--- config.mk ---
export PLATFORM = sky130hd
export DESIGN_NAME = cell_ram_arbiter
export DESIGN_NICKNAME = d
export VERILOG_FILES = /design/src/rtl/game_pkg.sv /design/src/rtl/cell_ram_arbiter_rr_pick3.sv /design/src/rtl/cell_ram_arbiter.sv
export SDC_FILE = /design/constraint.sdc
export NUM_CORES = 1
export LEC_CHECK = 0
export ABC_AREA = 1
export BUFFER_PORTS_ARGS = -buffer_cell sky130_fd_sc_hd__clkbuf_2
export CAP_MARGIN = 20
export CELL_PAD_IN_SITES_DETAIL_PLACEMENT = 0
export CELL_PAD_IN_SITES_GLOBAL_PLACEMENT = 1
export CORE_MARGIN = 3
export CORE_UTILIZATION = 27
export CTS_BUF_LIST = sky130_fd_sc_hd__clkbuf_8
export DETAILED_ROUTE_END_ITERATION = 10
export PLACE_DENSITY_LB_ADDON = 0.3
export SLEW_MARGIN = 20
export SYNTH_ARGS = -nofsm -noshare
export SYNTH_HDL_FRONTEND = slang
export SYNTH_SLANG_ARGS = --single-unit
--- constraint.sdc ---
create_clock -name clk_i -period 3.4 [get_ports clk_i]
set_input_delay 0.17 -clock clk_i [delete_from_list [all_inputs] [get_ports clk_i]]
set_output_delay 0.17 -clock clk_i [all_outputs]
set_load 0.02 [all_outputs]
--- src/rtl/game_pkg.sv ---
// Shared definitions for the cell-grid blocks: requester indices and arbiter state.
package game_pkg;

  localparam logic [1:0] REQ_COPY = 2'd0;
  localparam logic [1:0] REQ_CNS  = 2'd1;
  localparam logic [1:0] REQ_DRAW = 2'd2;

  typedef enum logic {
    ARB_IDLE  = 1'b0,
    ARB_OWNED = 1'b1
  } arb_state_e;

  function automatic logic [2:0] onehot3(input logic [1:0] idx);
    return 3'(3'b001 << idx);
  endfunction

endpackage

--- src/rtl/cell_ram_arbiter_rr_pick3.sv ---
// Three-way round-robin picker: searches from last+1, so last has lowest priority.
module rr_pick3 (
  input  logic [2:0] req,
  input  logic [1:0] last,
  output logic       valid,
  output logic [1:0] idx
);

  logic [1:0] c0, c1, c2;

  // An out-of-range last (3) behaves like 2 so requester 0 is searched first.
  assign c0 = (last >= 2'd2) ? 2'd0 : 2'(last + 2'd1);
  assign c1 = (c0 == 2'd2) ? 2'd0 : 2'(c0 + 2'd1);
  assign c2 = (c1 == 2'd2) ? 2'd0 : 2'(c1 + 2'd1);

  always_comb begin
    // NOTE: every output gets a default first so no path leaves it unassigned (no latch).
    valid = 1'b0;
    idx   = 2'd0;
    if (req[c0]) begin
      valid = 1'b1;
      idx   = c0;
    end else if (req[c1]) begin
      valid = 1'b1;
      idx   = c1;
    end else if (req[c2]) begin
      valid = 1'b1;
      idx   = c2;
    end
  end

endmodule

--- src/rtl/cell_ram_arbiter.sv ---
// Arbitrates three cell-grid requesters onto one single-port RAM with
// round-robin ownership, burst-limited preemption and per-requester read return.
module cell_ram_arbiter
  import game_pkg::*;
#(
  parameter int ACTIVE_COLUMNS = 640,
  parameter int ACTIVE_ROWS    = 480,
  parameter int ADDR_WIDTH     = $clog2(ACTIVE_COLUMNS * ACTIVE_ROWS),
  parameter int DATA_WIDTH     = 2,
  parameter int MAX_BURST      = 16
) (
  input  logic                    clk_i,
  input  logic                    reset_i,
  input  logic [2:0]              req_i,
  input  logic [2:0]              lock_i,
  input  logic [2:0]              wr_en_i,
  input  logic [3*ADDR_WIDTH-1:0] addr_i,
  input  logic [3*DATA_WIDTH-1:0] wr_data_i,
  input  logic [DATA_WIDTH-1:0]   ram_rd_data_i,
  output logic [2:0]              gnt_o,
  output logic [2:0]              rd_valid_o,
  output logic [DATA_WIDTH-1:0]   rd_data_o,
  output logic [ADDR_WIDTH-1:0]   ram_addr_o,
  output logic [DATA_WIDTH-1:0]   ram_wr_data_o,
  output logic                    ram_wr_en_o
);

  localparam int               BW         = $clog2(MAX_BURST) + 1;
  localparam logic [BW-1:0]    BURST_LAST = BW'(MAX_BURST - 1);

  arb_state_e    state_q;
  logic [1:0]    owner_q, last_q;
  logic [BW-1:0] burst_q;
  logic [2:0]    gnt_q, rd_valid_q;

  logic       owned, access, preempt;
  logic [1:0] pick_last, pick_idx;
  logic       pick_valid;

  assign owned   = (state_q == ARB_OWNED);
  assign access  = owned && req_i[owner_q];
  assign preempt = access && (burst_q == BURST_LAST) && !lock_i[owner_q]
                   && |(req_i & ~onehot3(owner_q));

  // While owned, search relative to the current owner so it ranks last.
  assign pick_last = owned ? owner_q : last_q;

  rr_pick3 u_pick (
    .req   (req_i),
    .last  (pick_last),
    .valid (pick_valid),
    .idx   (pick_idx)
  );

  always_ff @(posedge clk_i or posedge reset_i) begin
    if (reset_i) begin
      state_q    <= ARB_IDLE;
      owner_q    <= REQ_COPY;
      last_q     <= REQ_DRAW;
      burst_q    <= '0;
      gnt_q      <= '0;
      rd_valid_q <= '0;
    end else begin
      // NOTE: non-blocking assignments so every register samples pre-edge values.
      rd_valid_q <= (access && !wr_en_i[owner_q]) ? onehot3(owner_q) : 3'b000;
      case (state_q)
        ARB_IDLE: begin
          if (pick_valid) begin
            state_q <= ARB_OWNED;
            owner_q <= pick_idx;
            last_q  <= pick_idx;
            gnt_q   <= onehot3(pick_idx);
            burst_q <= '0;
          end
        end
        ARB_OWNED: begin
          // A drop and a preemption in the same cycle resolve identically.
          if (!req_i[owner_q] || preempt) begin
            burst_q <= '0;
            if (pick_valid) begin
              owner_q <= pick_idx;
              last_q  <= pick_idx;
              gnt_q   <= onehot3(pick_idx);
            end else begin
              state_q <= ARB_IDLE;
              gnt_q   <= '0;
            end
          end else if (burst_q != BURST_LAST) begin
            burst_q <= burst_q + 1'b1;
          end
        end
        default: begin
          state_q <= ARB_IDLE;
          gnt_q   <= '0;
        end
      endcase
    end
  end

  always_comb begin
    ram_addr_o    = '0;
    ram_wr_data_o = '0;
    ram_wr_en_o   = 1'b0;
    if (access) begin
      ram_addr_o    = addr_i[owner_q*ADDR_WIDTH +: ADDR_WIDTH];
      ram_wr_data_o = wr_data_i[owner_q*DATA_WIDTH +: DATA_WIDTH];
      ram_wr_en_o   = wr_en_i[owner_q];
    end
  end

  assign gnt_o      = gnt_q;
  assign rd_valid_o = rd_valid_q;
  assign rd_data_o  = ram_rd_data_i;

endmodule

# Word level (Yosys, flattened, before mapping)
# Index checks and enable logic that the tools add are counted.
# word_totals
register_bits	16
input_bits	76
output_inout_bits	30
elab_cells	85
# op_classes
addsub	4
multipliers	1
n_lt_le_gt_ge	5
n_eq_ne	7
shift	4
n_mux	43
bitwise_logic	3
reduce_logical	12
# op_table
op	count
57-bit by 8-bit indexed part select with 19-bit output	1
2-bit two-way mux	12
19-bit two-way mux	1
5-bit two-way mux	3
1-bit binary-select mux with 2-bit select	6
2-bit by 3-bit < comparator with 1-bit output, second input constant	4
1-bit two-way mux	12
3-bit two-way mux	4
5-bit one-hot mux with 2 select lines	1
2-bit one-hot mux with 2 select lines	2
2-bit by 5-bit multiplier with 7-bit output, second input constant	1
2-bit by 1-bit adder with 2-bit output, second input constant	3
3-bit one-hot mux with 2 select lines	1
6-bit by 4-bit indexed part select with 2-bit output	1
1-bit by 2-bit left shift with 3-bit output, first input constant	2
5-bit by 1-bit adder with 5-bit output, second input constant	1
5-bit by 4-bit == test with 1-bit output, second input constant	1
1-bit logical AND	5
5-bit by 4-bit inequality test with 1-bit output, second input constant	1
2-bit == test, second input constant	2
2-bit AND reduction	2
3-bit bitwise AND	1
1-bit zero test	3
3-bit by 1-bit inequality test with 1-bit output, second input constant	1
8 further kinds	8

# Longest topological paths before layout
# Gate-level depths: netlist (run 1).
# logic_depth
word_depth	16
mapped_depth	12
depth_no_buf	12

# Hierarchy
# From an unflattened synthesis (run 1), not the netlist that was laid out.
# unflattened
hier_cells	227
hier_area_um2	1371.3
# by_module_without_submodules
mod	instances	cells_per_inst	area_each_um2	seq_area_each_um2
cell_ram_arbiter	1	197	1223.7	376.6
rr_pick3	1	30	147.6	0.0

# Worst setup path before layout (run 1)
# Ideal clock, no wire load.
# synth_path
path_type	register to output
start	reg, netlist name last_q[0]
end	out ram_addr_o[10]
t_arrival_ns	1.564
t_required_ns	3.230
slack_ns	1.666
path_stages_with_launch	8
n_path_buf	2
cell_sequence	dfrtp_1 buf_2 nor2_2 nand2_1 nand3_1 nand2_2 clkbuf_1 a31oi_1
# synth_lines
element	line_no	rtl
to (decl)	cell_ram_arbiter.sv:23	output logic [ADDR_WIDTH-1:0] ram_addr_o,

==> results of run 1 <==
==> per-stage QoR <==
| stage | util (%) | hold slack, ps |
|---|---|---|
| 6_report | 42.49 | 253.3 |
| 5_1_grt | 42.49 | 302.0 |
| 4_1_cts | 42.49 | 253.9 |
| 3_5_place_dp | 41.28 | 247.6 |
| 3_3_place_gp | 41.28 | 235.4 |
| 2_1_floorplan | - | 70.76 |
==> routing by layer <==
layer	part of all wire, %	track usage (%)
met2	49	27.30
met3	6.4	2.607
met1	44	19.11
met5	0	0
met4	0.95	4.348
==> state kept, by name (all words and copies together) (netlist names) <==
signal / cells
burst_q: 5
gnt_o: 3
rd_valid_o: 3
last_q: 2
owned: 1
owner_q: 1
==> cells in the mapped netlist, drive strengths merged <==
cell type / number
a21boi: 1
o211ai: 2
nand4: 8
and3: 1
o21ai: 7
inv: 18
dfrtp: 14
buf: 3
clkbuf: 8
dfstp: 1
a31oi: 21
nand3: 12
xor2: 2
nand2: 110
a221oi: 1
ha: 2
nor2: 13
==> worst reg2reg max path, stage by stage, from the launching register on <==
cell,delay [ps]
dfrtp_1,520
inv_1,180
nand3_1,100
nand3_1,150
nand2_2,400
inv_2,120
nand2_1,150
nand2_1,100
inv_2,100
nand2_1,100
o21ai_1,90
==> area by class of cell <==
cell class	instances	area (µm²)
Sequential cell	15	376.6
Clock inverter	1	3.754
Inverter	18	67.56
Tap cell	65	81.33
Clock buffer	3	41.29
Multi-Input combinational cell	180	825.8
Fill cell	486	2608
Timing Repair Buffer	104	530.5
==> kinds of logic (layout without fill, tap and decap cells) <==
family,after synthesis,in the layout,share of synthesized area (%)
AND/OR/NAND/NOR,144,144,44.36
AO/OA/AOI/OAI,32,32,14.98
buffers and inverters,29,126,8.910
flip-flops,15,15,28.53
adder cells (fa/ha/maj),2,2,1.895
XOR/XNOR,2,2,1.327
==> power by group through the flow <==
| stage | sequential [mW] | combinational [mW] | clock [mW] |
|---|---|---|---|
| finish | 0.303 | 1.10 | 0.142 |
| global route | 0.312 | 1.23 | 0.153 |
| CTS | 0.302 | 1.11 | 0.145 |
| detailed placement | 0.304 | 1.11 | 0 |
| global placement | 0.303 | 1.12 | 0 |
| floorplan | 0.313 | 0.761 | 0 |
==> final timing paths <==
| check | start | end | slack (ps) | cells after the start |
|---|---|---|---|---|
| worst max-delay path | last_q[0] | ram_addr_o[16] | 1200 | 5 |
| worst min-delay path | wr_en_i[2] | rd_valid_o[0] | 250 | 4 |
| worst max register to register | last_q[0] | owner_q[1] | 1330 | 10 |
| worst min register to register | last_q[1] | last_q[1] | 470 | 2 |
| max in group asynchronous | reset_i | rd_valid_o[0] | 2500 | 3 |
| min in group asynchronous | reset_i | gnt_o[0] | 510 | 3 |
==> what timing repair did <==
item / in CTS / in global routing
setup buffers: 0 / 0
endpoints found under the hold margin: 14 / 0
hold buffers: 1 / 0
==> impl_metrics.json, run 1 <==
{
  "status": "completed",
  "clk_path_buf_depth": 2,
  "dieArea_mm2": 0.005764,
  "max_cap_viol_count": 0,
  "power_frac_clock_pct": 9.2,
  "cp_top_family": "simple AND/OR/NAND/NOR gates",
  "final_common_cell": "nand2_1",
  "grt_first_pass_wirelength_mm": 7.507,
  "setup-tns-final_ps": 0,
  "cts_htree_levels": 1,
  "arrival_ps": 2030,
  "period_share_pct": 64.78,
  "cts_buffers": 3,
  "port-buffer-count": 101,
  "track_usage_pct": 15.39,
  "syn_area_mm2": 0.001320,
  "drt_iter0_markers": 89,
  "path_cells": "nor2_1 > buf_4 > nand2_1 > a31oi_1 > clkbuf_2",
  "cp_num_buf_inv": 2,
  "dp_hpwl_mm": 3.766,
  "drcViolationCount": 0,
  "dieHeight_um": 75.92,
  "place_area_mm2": 0.001872,
  "cts_tree": "done",
  "vias_per_cell": 4.632,
  "max_freq_mhz": 454.0,
  "first_global_vias": 1612,
  "layout-area-overhead-vs-synth_pct": 45.97,
  "critPathMaxFanout": 14,
  "yosysTopAreaCell": "nand2_1",
  "final_cells": 386,
  "ys_warn_count": 0,
  "synthTopCellsByArea": "nand2_1 (31%), dfrtp_1 (27%), a31oi_1 (10%), nand3_1 (4.5%), nand4_1 (3.8%)",
  "drive_above_1_share_pct": 35.83,
  "comb_power_share_pct": 71.1,
  "fp.dieW_um": 75.92,
  "synth_fp_nets": 302,
  "root_buffer": "clkbuf_8",
  "ys_ff_latch": 15,
  "intPower_uw": 662.9,
  "cts_resized": 0,
  "routedWlPerCell_um": 11.96,
  "crit_type": "flip-flop to output port",
  "max_slew_margin_pct": 57.66,
  "grt-ovfl-total": 0,
  "grt_max_degree": 25,
  "power_switching_uw": 877.1,
  "final_area_mm2": 0.001927,
  "yosysUniqueCellTypes": 22,
  "place_congestion": 0.8163,
  "setup_viol": 0,
  "cp_slowest_stage_delay_ps": 550,
  "final_cell_mix": "nand2_1 (108), clkbuf_2 (101), a31oi_1 (21)",
  "sw_frac_of_total_pct": 56.95,
  "slowest_stage": "nor2_1",
  "cp_data_required_time_ps": 3230,
  "hp-class": "primary input to flip-flop",
  "fin_nets": 400,
  "insertion_delay_ps": 250,
  "fin_ws_ps": 1198,
  "preCtsSetupSlack_ps": 1333,
  "syn_avg_cell_area_um2": 5.893,
  "p_total_mw": 1.540,
  "p_leak_nw": 1.095,
  "num_rows": 24,
  "end_kind": "output port",
  "yosysSeqAreaShare_pct": 28.53,
  "finalCriticalPeriod_ps": 2202,
  "dp_cells": 381,
  "synth.top_cell.area_share_pct": 30.71,
  "dr.pass1.iters": 4,
  "routed_wl_mm": 4.618,
  "slew_violations": 0,
  "initial_core_util_pct": 29.11,
  "crit_path_start_kind": "flip-flop",
  "cts.clk_slew.worst_paths_ps": 60,
  "pwr-share-seq_pct": 19.7,
  "boundaryPins": 106,
  "ant_nets": 0,
  "syn-instance-count": 224,
  "p_per_area_mw_per_mm2": 799.2,
  "tightest_slew_ps": 632.8,
  "vias": 1788,
  "grt_setup_unrepaired": "false",
  "hold_viol_final": 0,
  "coreArea_mm2": 0.004534,
  "antennaDiodeCount": 0,
  "antenna_found_initial": 0,
  "skew_ps": 5.084,
  "ir_drop_uv": 325.3,
  "clock_sinks": 15
}
No activity file was read; power rests on OpenSTA's default activity.
==> inputs of run 2 (changes only) <==
ABC_AREA = 0   (was 1)
CORE_UTILIZATION = 24   (was 27)
clock period = 1.9 ns   (was 3.4 ns; I/O delays follow)
==> run 2 against run 1 <==
Against the previous run:
- via count fell by 2.6%
- total power rose by 140%
- register-to-register slack got worse by 1400 ps
- critical endpoint is now owner_q[1]
- sequential power rose by 66%
- the run now ends with negative setup slack left
==> impl_metrics.json, run 2 <==
{
  "grt-ovfl-total": 0,
  "tightest_slew_ps": 607.9,
  "cts_tree": "done",
  "fin_ws_ps": -80.40,
  "arrival_ps": 2170,
  "first_global_vias": 1565,
  "slew_violations": 0,
  "hp-class": "primary input to flip-flop",
  "syn_avg_cell_area_um2": 7.618,
  "skew_ps": 2.815,
  "place_area_mm2": 0.002041,
  "dieHeight_um": 81.80,
  "largest_reg_flops": 5,
  "period_share_pct": 104.2,
  "max_slew_margin_pct": 59.43,
  "startpoint": "burst_q[1]",
  "ff2ff_setup_slack_ps": -80,
  "fin_nets": 374,
  "slowest_stage": "or3_4",
  "synthTopCellsByArea": "dfrtp_1 (25%), mux2i_1 (17%), nor2_1 (13%), a21oi_1 (10%), a21o_1 (3.3%)",
  "yosysMostFrequentCell": "nor2_1",
  "place_congestion": 0.8392,
  "setup_viol": 11,
  "final_cell_mix": "clkbuf_2 (89), nor2_1 (34), a21oi_1 (27)",
  "drcViolationCount": 0,
  "drive_above_1_share_pct": 52.20,
  "layout-area-overhead-vs-synth_pct": 73.59,
  "dr.pass1.iters": 4,
  "async_flop_share_pct": 100.0,
  "r2r-start": "burst_q[1]",
  "insertion_delay_ps": 250,
  "crit_type": "flip-flop to flip-flop",
  "num_rows": 26,
  "cts.clk_slew.worst_paths_ps": 60,
  "initial_core_util_pct": 25.84,
  "top_register": "burst_q",
  "yosysUniqueCellTypes": 34,
  "routedWlPerCell_um": 14.39,
  "max_cap_viol_count": 0,
  "r2r_cells": 8,
  "cp-endpoint": "owner_q[1]",
  "synth_commonest_cells": "nor2_1 (46), a21oi_1 (28), mux2i_1 (24)",
  "cp_data_required_time_ps": 2090,
  "cts_buffers": 3,
  "yosysSeqAreaShare_pct": 27.31,
  "max_freq_mhz": 504.9,
  "crit_path_start_kind": "flip-flop",
  "ir_drop_uv": 632.0,
  "port-buffer-count": 101,
  "grt_max_degree": 24,
  "path_cells": "ha_2 > and3_4 > ha_4 > inv_2 > a221o_1 > or3_4 > a211oi_4 > a21o_1",
  "dp_hpwl_mm": 4.101,
  "drt_iter0_markers": 76,
  "ys_ff_latch": 15,
  "boundaryPins": 106,
  "p_leak_nw": 1.217,
  "vias_per_cell": 4.773,
  "final_area_mm2": 0.002394,
  "critPathMaxFanout": 6,
  "dieArea_mm2": 0.006690,
  "clock_sinks": 15,
  "grt_setup_unrepaired": "true",
  "hold_viol_final": 0,
  "fp.dieW_um": 81.80,
  "finalCriticalPeriod_ps": 1980,
  "cp_slowest_stage_delay_ps": 400,
  "setup-tns-final_ps": -534.0,
  "grt_first_pass_wirelength_mm": 7.555,
  "antennaDiodeCount": 0,
  "syn-instance-count": 181,
  "ys_warn_count": 0,
  "final_common_cell": "clkbuf_2",
  "p_per_area_mw_per_mm2": 1530,
  "coreArea_mm2": 0.005335,
  "vias": 1742,
  "synth_edf_count": 0,
  "nFillCells": 562,
  "status": "finished, violations left",
  "synth_fp_nets": 259,
  "end_kind": "flip-flop",
  "violations": "negative setup slack",
  "ant_nets": 0,
  "root_buffer": "clkbuf_8",
  "syn_area_mm2": 0.001379,
  "cts_htree_levels": 1,
  "antenna_found_initial": 0,
  "ys.flop_type": "dfrtp_1",
  "clk_path_buf_depth": 2,
  "track_usage_pct": 14.68,
  "routed_wl_mm": 5.252,
  "r2r_end": "owner_q[1]",
  "synth.top_cell.area_share_pct": 25.41,
  "yosysTopAreaCell": "dfrtp_1"
}
run 2: power by group:
part	leakage [nW]	switching, mW	total [mW]	internal (mW)
Sequential	0.191	0.0754	0.502	0.427
Clock	0.0269	0.113	0.256	0.143
Combinational	0.998	1.57	2.90	1.34
run 2: critical path, delay by kind of cell (launching register included):
family,cells,cell delay (ps)
compound gates,3,650
simple gates,2,590
flops,1,350
fa+ha+maj,2,300
buf+inv,1,30
run 2: worst min-delay path by stage:
stage | startpoint | endpoint | cells after the start
floorplan | reset_i | burst_q[0] | 1
global placement | reset_i | burst_q[1] | 2
detailed placement | reset_i | gnt_o[0] | 2
CTS | wr_en_i[0] | rd_valid_o[0] | 2
global route | wr_en_i[0] | rd_valid_o[0] | 2
finish | wr_en_i[0] | rd_valid_o[0] | 2
run 2: cell type report:
class / instances / area, µm² / area share (%)
clock buffers: 3 / 41.29 / 1.725
well taps: 70 / 87.58 / 3.659
repair buffers: 125 / 829.5 / 34.66
clock inverters: 1 / 3.754 / 0.1568
multi-input cells: 142 / 1020 / 42.60
inverters: 9 / 33.78 / 1.411
flip-flops and latches: 15 / 377.9 / 15.79
run 2: routing by layer:
metal,track usage (%),vias up,part of all wire [%]
met4,2.658,0,0.55
met3,3.399,2,7.3
met1,16.84,815,37
met2,27.63,60,55
li1,-,865,-
met5,0,-,0
run 2: metrics by stage:
step	hold slack (ps)	utilization, %	power (mW)	setup slack [ps]	instances
after floorplan	-4.236	-	2.000	-96.72	181
after global placement	187.5	38.25	2.732	-148.0	353
after detailed placement	190.2	38.25	2.733	-181.2	353
after CTS	11.18	39.66	3.043	-91.21	360
after global routing	4.799	44.86	3.956	-191.7	365
final	15.89	44.86	3.663	-80.40	365
run 2: repair_timing:
| action | CTS | global route |
|---|---|---|
| setup endpoints to repair | 33 | 33 |
| buffers inserted | 2 | 4 |
| hold buffers | 1 | 0 |
| hold endpoints to repair | 14 | 0 |
| gates cloned | 0 | 1 |
| pin swaps | 1 | 12 |
| resized for setup | 2 | 72 |
run 2: kinds of logic (layout without fill, tap and decap cells):
kind of cell	Yosys count	after routing	synth area share, %
and+or+nand+nor	61	61	19.15
DFF	15	15	27.31
adders and majority gates	2	2	1.815
buffers and inverters	24	138	8.256
muxes	27	27	20.14
AOI/OAI and AO/OA	52	52	23.32
